## src/rtl/alu_req_arbiter.sv

```systemverilog
// Round-robin front end that shares one combinational ALU between two requesters.
// Each operation is captured, executed for one settle cycle, and returned with a valid/ready response.
module alu_req_arbiter #(
    parameter int                 DATA_W  = 8,
    parameter int                 SEL_W   = 4,
    parameter logic [SEL_W-1:0]   DIV_SEL = 4'b0011,
    parameter int                 CNT_W   = 16
) (
    input  logic              clk,
    input  logic              rst,
    input  logic              req0_valid,
    output logic              req0_ready,
    input  logic [DATA_W-1:0] req0_a,
    input  logic [DATA_W-1:0] req0_b,
    input  logic [SEL_W-1:0]  req0_sel,
    input  logic              req1_valid,
    output logic              req1_ready,
    input  logic [DATA_W-1:0] req1_a,
    input  logic [DATA_W-1:0] req1_b,
    input  logic [SEL_W-1:0]  req1_sel,
    output logic [DATA_W-1:0] alu_a,
    output logic [DATA_W-1:0] alu_b,
    output logic [SEL_W-1:0]  alu_sel,
    input  logic [DATA_W-1:0] alu_out,
    input  logic              alu_carry,
    output logic              rsp_valid,
    input  logic              rsp_ready,
    output logic              rsp_id,
    output logic [DATA_W-1:0] rsp_result,
    output logic              rsp_carry,
    output logic              rsp_err,
    output logic [CNT_W-1:0]  op_count
);

    typedef enum logic [1:0] {S_IDLE, S_EXEC, S_RESP} state_t;

    state_t             r_state;
    state_t             w_next_state;
    logic               r_last_grant;
    logic [DATA_W-1:0]  r_alu_a;
    logic [DATA_W-1:0]  r_alu_b;
    logic [SEL_W-1:0]   r_alu_sel;
    logic               r_rsp_id;
    logic [DATA_W-1:0]  r_rsp_result;
    logic               r_rsp_carry;
    logic               r_rsp_err;
    logic [CNT_W-1:0]   r_op_count;
    logic               w_grant_vld;
    logic               w_grant_id;
    logic               w_idle;

    // Returns {err, carry, result}; a divide by zero overrides whatever the ALU produced.
    function automatic logic [DATA_W+1:0] f_capture(
        input logic [SEL_W-1:0]  sel,
        input logic [DATA_W-1:0] b,
        input logic [DATA_W-1:0] res,
        input logic              carry
    );
        if (sel == DIV_SEL && b == '0)
            return {1'b1, 1'b0, {DATA_W{1'b1}}};
        return {1'b0, carry, res};
    endfunction

    assign w_idle      = (r_state == S_IDLE);
    assign w_grant_vld = w_idle && (req0_valid || req1_valid);
    assign w_grant_id  = (req0_valid && req1_valid) ? ~r_last_grant : req1_valid;

    always_ff @(posedge clk) begin
        if (rst)
            r_state <= S_IDLE;
        else
            r_state <= w_next_state;
    end

    always_comb begin
        w_next_state = r_state;
        case (r_state)
            S_IDLE:  if (w_grant_vld) w_next_state = S_EXEC;
            S_EXEC:  w_next_state = S_RESP;
            S_RESP:  if (rsp_ready) w_next_state = S_IDLE;
            default: w_next_state = S_IDLE;
        endcase
    end

    always_comb begin
        req0_ready = w_grant_vld && !w_grant_id;
        req1_ready = w_grant_vld &&  w_grant_id;
        rsp_valid  = (r_state == S_RESP);
    end

    always_ff @(posedge clk) begin
        if (rst) begin
            r_last_grant <= 1'b1;
            r_alu_a      <= '0;
            r_alu_b      <= '0;
            r_alu_sel    <= '0;
            r_rsp_id     <= 1'b0;
            r_rsp_result <= '0;
            r_rsp_carry  <= 1'b0;
            r_rsp_err    <= 1'b0;
            r_op_count   <= '0;
        end else begin
            case (r_state)
                S_IDLE: begin
                    if (w_grant_vld) begin
                        r_alu_a   <= w_grant_id ? req1_a   : req0_a;
                        r_alu_b   <= w_grant_id ? req1_b   : req0_b;
                        r_alu_sel <= w_grant_id ? req1_sel : req0_sel;
                        r_rsp_id  <= w_grant_id;
                    end
                end
                S_EXEC: begin
                    {r_rsp_err, r_rsp_carry, r_rsp_result} <=
                        f_capture(r_alu_sel, r_alu_b, alu_out, alu_carry);
                end
                S_RESP: begin
                    if (rsp_ready) begin
                        r_last_grant <= r_rsp_id;
                        r_op_count   <= r_op_count + CNT_W'(1);
                    end
                end
                default: ;
            endcase
        end
    end

    assign alu_a      = r_alu_a;
    assign alu_b      = r_alu_b;
    assign alu_sel    = r_alu_sel;
    assign rsp_id     = r_rsp_id;
    assign rsp_result = r_rsp_result;
    assign rsp_carry  = r_rsp_carry;
    assign rsp_err    = r_rsp_err;
    assign op_count   = r_op_count;

endmodule

```

## config.mk

```make
export PLATFORM = sky130hd
export DESIGN_NAME = alu_req_arbiter
export DESIGN_NICKNAME = d
export VERILOG_FILES = /design/src/rtl/alu_req_arbiter.sv
export SDC_FILE = /design/constraint.sdc
export NUM_CORES = 1
export LEC_CHECK = 0
export BUFFER_PORTS_ARGS = -buffer_cell sky130_fd_sc_hd__buf_2
export CAP_MARGIN = 20
export CORE_MARGIN = 1.5
export CORE_UTILIZATION = 47
export DETAILED_ROUTE_END_ITERATION = 16
export GPL_TIMING_DRIVEN = 0
export PLACE_DENSITY = 0.82
export SLEW_MARGIN = 20
export SYNTH_ARGS = -nofsm -noshare
export SYNTH_HDL_FRONTEND = slang
export SYNTH_SLANG_ARGS = --single-unit
```

## constraint.sdc

```tcl
create_clock -name clk -period 4.6 [get_ports clk]
set_input_delay 0.46 -clock clk [delete_from_list [all_inputs] [get_ports clk]]
set_output_delay 0.46 -clock clk [all_outputs]
set_load 0.05 [all_outputs]
```

==> Yosys cells after proc, flatten, opt, wreduce, memory -nomap -nowiden <==
Index checks and enable logic that the tools add are counted.
{ "word_totals": {"ff_bits": 50, "in_bits": 54, "word_cells": 41} }
{ "classes": {"bitwise_logic": 1, "eq_ne": 5, "reduce_logical": 12, "n_addsub": 1, "n_mux": 12} }
{ "op_table": {"columns": ["operator", "count"], "rows": [
  ["10-bit two-way mux", 2],
  ["16-bit by 1-bit adder with 16-bit output, second input constant", 1],
  ["8-bit two-way mux", 2],
  ["8-bit logical NOT", 1],
  ["2-bit case mux with 3 select lines", 1],
  ["2-bit AND reduction", 3],
  ["1-bit logical AND", 5],
  ["4-bit by 2-bit equality test with 1-bit output, second input constant", 1],
  ["1-bit two-way mux", 4],
  ["2-bit two-way mux", 2],
  ["4-bit two-way mux", 1],
  ["2-bit by 1-bit equality test with 1-bit output, second input constant", 1],
  ["2-bit equality test, second input constant", 1],
  ["2-bit logical NOT", 1],
  ["2-bit by 1-bit inequality test with 1-bit output, second input constant", 1],
  ["2-bit inequality test, second input constant", 1],
  ["1-bit logical NOT", 1],
  ["1-bit logical OR", 1],
  ["1-bit inverter", 1]
]} }

==> Logic depth before layout (Yosys ltp) <==
{ "depth": {"ltp_word": 6, "mapped_depth": 5} }

==> Worst setup path after synthesis <==
Ideal clock, no wire load.
{ "synth_timing": {"path_type": "register to register", "from": "register r_op_count[2], in the netlist op_count[2]", "to": "register r_op_count[15], in the netlist op_count[15]", "setup_time_ns": 0.070, "t_arrival_ns": 2.100, "n_path_buf": 1, "stages_incl_launch_ff": 6, "slack_ns": 2.429, "period_less_slack_ns": 2.171, "cell_sequence": "dfxtp_1 -> nand3_1 -> or3_1 -> buf_2 -> or4_1 -> a21oi_1"} }
{ "synth_between": {"elab_chain_cells": 1} }
{ "synth_lines": {"columns": ["element", "line_no", "text"], "rows": [
  ["start, declared", "47", "logic [CNT_W-1:0] r_op_count;"],
  ["start signal, assigned", "119", "r_op_count <= r_op_count + CNT_W'(1);"],
  ["16-bit by 1-bit adder with 16-bit output", "119", null]
]} }
Every way passes these cells.
A chain may end at the register's enable or synchronous reset.

==> Worst setup path in the final report <==
{ "layout_timing": {"from": "register r_state[1]", "to": "output req0_ready"} }
{ "layout_between": {"elab_chain_cells": 3} }
{ "layout_lines": {"columns": ["element", "line_no", "text"], "rows": [
  ["start, declared", "37", "state_t r_state;"],
  ["start signal, assigned", "72", "r_state <= w_next_state;"],
  ["2-bit logical NOT", "64", "assign w_idle = (r_state == S_IDLE);"],
  ["1-bit logical AND", "65", "assign w_grant_vld = w_idle && (req0_valid || req1_valid);"],
  ["1-bit logical AND", "86", "req0_ready = w_grant_vld && !w_grant_id;"],
  ["end, declared", "12", "output logic req0_ready,"]
]} }
Every way passes these cells.

==> results.py <==
metrics = {
    "sta": {
        "final-hold-violation-count": 0,
        "tightest_slew_ns": 0.461,
        "maxSlewViolCount": 0,
        "min_period_over_period": 0.501,
        "fin_setup_tns_ns": 0,
        "fmax_mhz": 434,
        "rsz0062_at_grt": "no",
        "layout_setup_ws_ns": 2.30,
        "whs_ns": 0.425,
        "skew_ns": 0.00774,
        "period_minus_slack_ns": 2.30,
        "setup_viol": 0,
        "max_slew_margin": 0.689,
    },
    "logic_synthesis": {
        "syn-instance-count": 221,
        "ys_warn_count": 0,
        "synth_nets": 276,
        "ys_seq_area_frac": 0.503,
        "synthAdderAreaFrac": 0.00629,
        "synth_cell_type_count": 36,
        "synth_xor_area_frac": 0.0352,
        "syn-cell-area_um2": 1990,
        "synthMuxAreaShare": 0.00503,
        "synth_top_family_by_area": "simple AND/OR/NAND/NOR gates",
        "yosys_register_bits": 50,
        "syn_avg_cell_area_um2": 9.00,
        "synth-simple-area-share": 0.253,
        "synth_compound_area_frac": 0.159,
    },
    "pwr": {
        "intPower_uw": 692,
        "power.density_nw_per_um2": 379,
        "peakVddDrop_mv": 0.263,
        "power_frac_seq": 0.474,
        "leakage_uw": 0.00121,
        "switching_share": 0.315,
        "power.switching_uw": 318,
        "combPwrFrac": 0.231,
        "clkPwrFrac": 0.296,
    },
    "worst_hold_path": {
        "worstHoldPathType": "primary input to flop",
        "holdCritStartpoint": "req1_sel[2]",
        "hold_depth": 3,
        "holdPathEnd": "alu_sel[2]",
    },
    "routing": {
        "via_per_inst": 5.52,
        "wire_per_inst_um": 13.5,
        "vias": 2102,
        "drc": 0,
        "ant_nets": 0,
        "drtIter0Drc": 166,
        "drt-total-wl_mm": 5.16,
        "drt-pass1-iter-count": 8,
    },
    "final_layout": {
        "regArea_um2": 1000,
        "num-nets-final": 385,
        "drive_above_1_share": 0.332,
        "stdcell_area_um2": 2670,
        "fin_util": 0.662,
        "syn_to_final_growth_pct": 34.2,
        "fillers": 347,
        "multi_input_area_um2": 911,
        "diodes": 0,
    },
    "floorplan": {
        "core_area_um2": 4030,
        "die_y_um": 68.0,
        "dieWidth_um": 68.0,
        "initial_core_util": 0.493,
        "rows": 23,
        "ioPinCount": 104,
        "dieArea_um2": 4630,
    },
    "placed_design": {
        "place.gp.congestion": 0.736,
        "place_area_um2": 2560,
        "portBuffers": 102,
        "dp_slack_ns": 2.54,
        "dp_hpwl_mm": 3.95,
    },
    "run": {
        "maxCapViolations": 0,
    },
    "worst_setup_path": {
        "timing.rr.start": "r_state[0]",
        "crit_required_ns": 4.14,
        "r2r_cells": 5,
        "worstPathArrival_ns": 1.84,
        "crit_fanout": 10,
        "rrSetupSlack_ns": 2.61,
        "start_kind": "flop",
        "r2r-end": "op_count[15]",
        "crit_type": "flop to primary output",
        "worstSetupStartpoint": "r_state[1]",
        "crit_path_end_kind": "primary output",
    },
    "clock_tree": {
        "numClockSinks": 50,
        "cts_resized": 0,
        "cts_max_level": 2,
        "cts_root_buffer": "clkbuf_8",
        "cts-buffers-inserted": 5,
        "cts_tree": "yes",
        "cts-hold-fix-buffers": 0,
        "cts.path.max_buffers": 2,
        "post_cts_buffers": 0,
        "clock_insertion_delay_worst_skew_ns": 0.30,
        "clk_pin_slew_ns": 0.09,
    },
    "global_routing": {
        "grt_pass1_wl_mm": 8.41,
        "first_global_vias": 1908,
        "grt_overflow_total": 0,
        "grt_usage": 0.239,
        "grt_max_degree": 15,
        "antenna_found_initial": 0,
    },
    "run_status": {
        "status": "completed",
    },
}
[synthesized netlist by cell type]
library cell | count | area (um2)
nand3b_1 | 1 | 7.51
mux2i_1 | 1 | 10.0
o21a_1 | 2 | 15.0
inv_1 | 5 | 18.8
nand4_1 | 2 | 12.5
ha_1 | 1 | 12.5
and3_1 | 3 | 18.8
or4_1 | 2 | 15.0
nand4b_1 | 1 | 8.76
or2b_1 | 1 | 7.51
or2_1 | 1 | 6.26
nor2_1 | 39 | 146
xor2_1 | 2 | 17.5
nand3_1 | 4 | 20.0
and2b_1 | 1 | 7.51
nand2_1 | 10 | 37.5
nor3_1 | 19 | 95.1
o21ai_0 | 3 | 15.0
o31ai_1 | 2 | 15.0
o21ai_1 | 2 | 10.0
a222oi_1 | 20 | 200
buf_2 | 1 | 5.00
dfxtp_1 | 50 | 1000
clkbuf_1 | 13 | 48.8
a211oi_1 | 1 | 7.51
or3_1 | 5 | 31.3
buf_1 | 1 | 3.75
nor4_1 | 5 | 31.3
o211ai_1 | 1 | 7.51
and4_1 | 2 | 17.5
nand3b_2 | 1 | 11.3
a21oi_1 | 9 | 45.0
nand2b_1 | 2 | 12.5
nor2b_1 | 1 | 6.26
xnor2_1 | 6 | 52.6
nor4bb_1 | 1 | 10.0
[cells by family after synthesis]
family	Yosys count
mux	1
flops	50
fa+ha+maj	1
xor+xnor	8
simple gates	101
buf+inv	20
compound gates	40
[sequential cells by signal (all words and copies together) (netlist names)]
register / count
r_last_grant: 1
op_count: 16
rsp_id: 1
rsp_err: 1
rsp_result: 8
alu_sel: 4
rsp_carry: 1
alu_a: 8
r_state: 2
alu_b: 8
[layer usage]
| layer | up-vias | global-route usage | routed length [um] |
|---|---|---|---|
| met1 | 958 | 0.282 | 2140 |
| li1 | 1036 | - | - |
| met2 | 102 | 0.421 | 2510 |
| met3 | 6 | 0.0576 | 434 |
| met4 | 0 | 0.0800 | 65 |
| met5 | - | 0 | 0 |
[power by group through the flow]
stage	registers (uW)	logic, uW	clock network, uW
finish	478	233	299
global route	482	251	325
CTS	478	234	305
detailed placement	488	233	0
global placement	487	230	0
floorplan	572	80.5	0
[worst max path at each step]
stage                              end  slack (ns)
after detailed placement  op_count[15]        2.54
after floorplan           op_count[15]        2.43
after global placement    op_count[15]        2.59
after global routing        req0_ready        2.15
final                       req0_ready        2.30
after CTS                   req0_ready        2.28
[critical path: stages, from the launching register on]
cell and delay [ns]:
dfxtp_1 0.37, nor2_1 0.20, and3_1 0.25, clkbuf_1 0.37, buf_2 0.35
[metrics by stage]
step	total power (uW)	instances
floorplan	653	221
global placement	717	373
detailed placement	721	373
CTS	1020	381
global route	1060	381
finish	1010	381
[cell usage in the layout (no fill, tap or decap), types with 6 or more instances in the layout]
master    synthesis  final
nand2_1          10     10
a222oi_1         20     20
clkbuf_1         13     15
buf_2             1    103
nor3_1           19     19
a21oi_1           9      9
nor2_1           39     39
dfxtp_1          50     50
xnor2_1           6      6
[cell type report]
| type | count | area share |
|---|---|---|
| sequential | 50 | 0.375 |
| multi-input combinational | 151 | 0.341 |
| timing repair buffer | 102 | 0.191 |
| clock buffer | 7 | 0.0286 |
| tap | 50 | 0.0235 |
| buffer | 15 | 0.0216 |
| clock inverter | 1 | 0.0113 |
| inverter | 5 | 0.00704 |
(Power assumes the default switching activity.)
